--- src/rtl/mul_pipe_unit.sv ---
// Stallable, flushable pipelined RV32M multiplier with per-stage destination
// tags and pending-destination hazard reporting for the ID stage.
module mul_pipe_unit #(
  parameter int unsigned WIDTH  = 32,
  parameter int unsigned STAGES = 2,
  parameter int unsigned TAG_W  = 5
) (
  input  logic              clk,
  input  logic              rst_n,
  input  logic              stall,
  input  logic              flush,
  input  logic              valid_i,
  input  logic [1:0]        op_i,
  input  logic [WIDTH-1:0]  opA,
  input  logic [WIDTH-1:0]  opB,
  input  logic [TAG_W-1:0]  rd_i,
  input  logic [TAG_W-1:0]  q_rs1,
  input  logic [TAG_W-1:0]  q_rs2,
  output logic              valid_o,
  output logic [WIDTH-1:0]  result,
  output logic [TAG_W-1:0]  rd_o,
  output logic              busy,
  output logic              pend_hit
);

  // Only the low 2*WIDTH bits of the (WIDTH+1)x(WIDTH+1) product are ever
  // selected, so the product is formed modulo 2^(2*WIDTH).
  localparam int unsigned PW = 2 * WIDTH;

  localparam logic [1:0] OP_MUL    = 2'b00;
  localparam logic [1:0] OP_MULH   = 2'b01;
  localparam logic [1:0] OP_MULHSU = 2'b10;

  logic                    a_signed;
  logic                    b_signed;
  logic signed [WIDTH:0]   a_ext;
  logic signed [WIDTH:0]   b_ext;
  logic signed [PW-1:0]    prod;
  logic [WIDTH-1:0]        res_c;

  logic [STAGES-1:0]       vld;
  logic [TAG_W-1:0]        tag [STAGES];
  logic [WIDTH-1:0]        dat [STAGES];

  logic                    advance;

  // Operand sign extension, product and result-slice selection.
  always_comb begin
    a_signed = (op_i == OP_MULH) || (op_i == OP_MULHSU);
    b_signed = (op_i == OP_MULH);
    a_ext    = {a_signed & opA[WIDTH-1], opA};
    b_ext    = {b_signed & opB[WIDTH-1], opB};
    prod     = PW'(a_ext) * PW'(b_ext);
    if (op_i == OP_MUL) begin
      res_c = prod[WIDTH-1:0];
    end else begin
      res_c = prod[PW-1:WIDTH];
    end
  end

  assign advance = !stall && !flush;

  // Per-stage valid/tag/data registers; data and tag load only behind a valid.
  for (genvar g = 0; g < STAGES; g++) begin : g_stage
    if (g == 0) begin : g_first
      always_ff @(posedge clk or negedge rst_n) begin
        if (!rst_n) begin
          vld[0] <= 1'b0;
          tag[0] <= '0;
          dat[0] <= '0;
        end else if (flush) begin
          vld[0] <= 1'b0;
        end else if (advance) begin
          vld[0] <= valid_i;
          if (valid_i) begin
            tag[0] <= rd_i;
            dat[0] <= res_c;
          end
        end
      end
    end else begin : g_next
      always_ff @(posedge clk or negedge rst_n) begin
        if (!rst_n) begin
          vld[g] <= 1'b0;
          tag[g] <= '0;
          dat[g] <= '0;
        end else if (flush) begin
          vld[g] <= 1'b0;
        end else if (advance) begin
          vld[g] <= vld[g-1];
          if (vld[g-1]) begin
            tag[g] <= tag[g-1];
            dat[g] <= dat[g-1];
          end
        end
      end
    end
  end

  assign valid_o = vld[STAGES-1];
  assign result  = dat[STAGES-1];
  assign rd_o    = tag[STAGES-1];
  assign busy    = |vld;

  // Pending-destination match against the two ID-stage source queries.
  always_comb begin
    pend_hit = 1'b0;
    for (int k = 0; k < STAGES; k++) begin
      if (vld[k] && (q_rs1 != '0) && (tag[k] == q_rs1)) pend_hit = 1'b1;
      if (vld[k] && (q_rs2 != '0) && (tag[k] == q_rs2)) pend_hit = 1'b1;
    end
  end

endmodule

--- config.mk ---
export PLATFORM = sky130hd
export DESIGN_NAME = mul_pipe_unit
export DESIGN_NICKNAME = d
export VERILOG_FILES = /design/src/rtl/mul_pipe_unit.sv
export SDC_FILE = /design/constraint.sdc
export NUM_CORES = 2
export LEC_CHECK = 0
export ABC_AREA = 1
export CAP_MARGIN = 20
export CORE_MARGIN = 2
export CORE_UTILIZATION = 35
export CTS_BUF_LIST = sky130_fd_sc_hd__clkbuf_8
export DETAILED_ROUTE_END_ITERATION = 6
export PLACE_DENSITY_LB_ADDON = 0.25
export SYNTH_ARGS = -nofsm -noshare
export SYNTH_HDL_FRONTEND = slang
export SYNTH_SLANG_ARGS = --single-unit
--- constraint.sdc ---
create_clock -name clk -period 1.4 [get_ports clk]
set_clock_uncertainty 0.2 [all_clocks]
set_input_delay 0.28 -clock clk [delete_from_list [all_inputs] [get_ports clk]]
set_output_delay 0.28 -clock clk [all_outputs]
set_load 0.01 [all_outputs]
==> metrics.log <==
[metrics] global-route wire length before repair: about 240 mm
[metrics] clock-pin slew of the registers on the worst-case setup and hold paths: 0.08 ns
[metrics] half-perimeter wire length after detailed placement: around 120 mm
[metrics] final worst-path cycle share: 5.04
[metrics] worst hold path class: input port to asynchronous set/reset pin
[metrics] R2R Setup Slk: -0.16 ns
[metrics] mean area per synthesized cell: roughly 8 sq um
[metrics] post-synth cell types: 44
[metrics] post-synthesis instance total: roughly 5,500
[metrics] combined area of the multi-input logic cells: approximately 37,000 sq um
[metrics] longest individual stage delay on the worst path: between 0.6 and 0.7 ns
[metrics] Filler Cells Inserted: approximately 12,000
[metrics] leading area contributor after synthesis: fa_1
[metrics] area inside the core boundary: 124,000 sq um
[metrics] number of buffers and inverters on the critical path: 13
[metrics] number of vias in the routed layout: around 37,000
[metrics] number of max-slew violations in the final report: 0
[metrics] most common cell type on the critical path: fa_1
[metrics] run status: complete, but fails checks
[metrics] Yosys Warn Count: 0
[metrics] Clock Sink Count: between 70 and 80
[metrics] Hold Fails Final Rpt: 0
[metrics] Crit. End Element: flip-flop
[metrics] maximum number of pins on one net before global-route repair: 34
[metrics] Worst Setup Path Type: input port to flip-flop
[metrics] sum of routed wire length over all layers: about 160 mm
[metrics] ys async rst share: 1.00
[metrics] number of buffers added by the clock tree synthesis step: 9
[metrics] Main synth FF type: dfrtp_1
[metrics] antenna violations before repair: 5
[metrics] sequential-to-total area share from yosys stat: 0.0434
[metrics] # diodes: 0
[metrics] RSZ-0062 raised after global routing: yes
[metrics] data arrival at the endpoint of the critical path: slightly above 7 ns
[metrics] final hold slack: around 0.15 ns
[metrics] area of the die: between 100,000 and 150,000 sq um
[metrics] area of the mapped netlist: 43,800 sq um
[metrics] x dimension of the die: ~360 um
[metrics] net count after synthesis: approximately 6,900
[metrics] count of maximum capacitance violations: 0
[metrics] FF+latch count, synth: 76
[metrics] net count reported at finish: between 7,000 and 8,000
[metrics] area delta synth->final: 32.6%
[metrics] ratio of cells with drive above 1 in the final layout: 0.268
[metrics] Die Ht: around 360 um
[metrics] routed vias/inst: between 4 and 5
[metrics] total grt overflow: 0
[metrics] f_max: roughly 0.14 GHz
[metrics] critical path startpoint category: input port
[metrics] initial standard-cell utilization of the core: 0.353
[metrics] min cycle time layout: about 7 ns
[metrics] flip-flop and latch area: about 1900 sq um
[metrics] number of setup violations in the final report: 87
[metrics] largest delay contributor family on the critical path: adder cells
[metrics] most frequently used cell type in the post-synthesis netlist: inv_1
[metrics] worst-path cell with the longest stage delay: fa_2
[metrics] Max transition margin: 0.680
[metrics] Root Buffer Master: clkbuf_8
[metrics] remaining number of nets flagged by the antenna check after routing: 0
[metrics] violated checks: setup timing
[metrics] most instantiated cells after synthesis: 1,645 x inv_1, 1,419 x nand2_1, 1,125 x fa_1
[metrics] total track usage: 0.253
[metrics] Max Root-Sink Buffers: 2
[metrics] wire length per cell after detailed routing: between 20 and 25 um
[metrics] first drt pass iteration count: 6
[metrics] residual DRC count: 0
[metrics] port buffer count: roughly 130
[metrics] measured slew at the worst slew-check pin: roughly 0.48 ns
[metrics] cell types occupying the most area after synthesis: fa_1 51%, inv_1 14%, nand2_1 12%
[metrics] insertion delay to the later sink of the worst-skew pair: roughly 0.38 ns
[metrics] biggest fanout along the worst timing path: 5
[metrics] TritonCTS clock tree: yes
[metrics] data required time of the worst path: roughly 1.5 ns
[metrics] num rows: around 130
[metrics] post-layout worst setup margin: -5.65 ns
[metrics] vias in the first global route: ~40,000
[metrics] IO Pins: 126
[metrics] number of flops mapped to enable cells by yosys: 0
[metrics] final weighted congestion of routability-driven global placement: about 0.93
[metrics] number of DRC markers after the initial detailed-route iteration: 2,522
[metrics] H-Tree Level Count: 3
[metrics] share of the synthesized area in the top cell type: 0.514
## per-stage QoR
stage	instances	worst slack [ns]	util	TNS [ns]	instance area, sq um
floorplan	5491	-5.79	-	-176.37	44300
global placement	7577	-6.82	0.420	-234.64	52000
detailed placement	7577	-6.96	0.420	-237.43	52000
CTS	7755	-5.72	0.456	-181.10	56500
global route	7814	-5.88	0.468	-193.45	58100
finish	7814	-5.65	0.468	-183.51	58100
## final timing paths
kind | to | cells past startpoint | startpoint
setup / recovery | dat[50] | 36 | op_i[0]
hold / removal | tag[7] | 2 | rst_n
setup reg to reg | result[23] | 5 | vld[0]
hold reg to reg | dat[33] | 2 | dat[33]
max in group asynchronous | dat[52] | 3 | rst_n
min in group clk | valid_o | 3 | stall
## state kept, by name, indices dropped and copies added (netlist names)
name,count
valid_o,1
result,32
rd_o,5
tag,5
dat,32
vld,1
## what timing repair did
item	CTS	global route
hold buffers	1	0
buffers inserted	126	58
setup endpoints to repair	112	108
pin swaps	258	227
cloned	40	4
resized for setup	1006	363
endpoints found under the hold margin	76	0
## placed cells by master (no fill, tap or decap), types with 15 or more instances in the layout
cell type and instances:
nand4_1 29, dfrtp_1 73, o21ai_0 29, o21ai_1 31
nor2_1 99, nand3_1 69, a21oi_1 52, mux2_4 34
o21ai_2 23, buf_6 116, fa_2 76, inv_1 1534
nor2_4 66, clkdlybuf4s50_1 24, fa_1 1049, bufbuf_16 19
inv_2 108, ha_4 41, nor2_2 32, a21oi_2 52
buf_8 15, a21oi_4 18, buf_16 23, buf_2 30
nand2_1 1307, buf_12 120, nand2_4 49, nand2_2 77
ha_1 170, buf_4 611, nand3_2 39
## layer usage
metal,vias to the layer above,wire length (um),track usage
li1,16700,-,-
met1,18900,64700,0.331
met2,1133,76600,0.432
met3,262,9170,0.0310
met4,2,6850,0.0901
met5,-,12,0
## cell families (layout without fill, tap and decap cells)
group / Yosys count / count (layout) / synth area share
buf+inv: 1970 / 2656 / 0.172
compound gates: 235 / 235 / 0.0290
mux: 34 / 34 / 0.00874
fa+ha+maj: 1339 / 1339 / 0.575
xor+xnor: 26 / 26 / 0.00520
flops: 76 / 76 / 0.0434
simple gates: 1811 / 1811 / 0.166
## cell type report
class / count / area share
tap: 1637 / 0.0353
clock buffer: 9 / 0.00213
sequential: 76 / 0.0328
clock inverter: 7 / 0.00103
multi-input combinational: 3445 / 0.641
inverter: 1654 / 0.108
timing repair buffer: 986 / 0.180
Power is left out: the tool's default activity adds up to more than one toggle a clock period on the data nets, which glitch-free logic cannot reach.
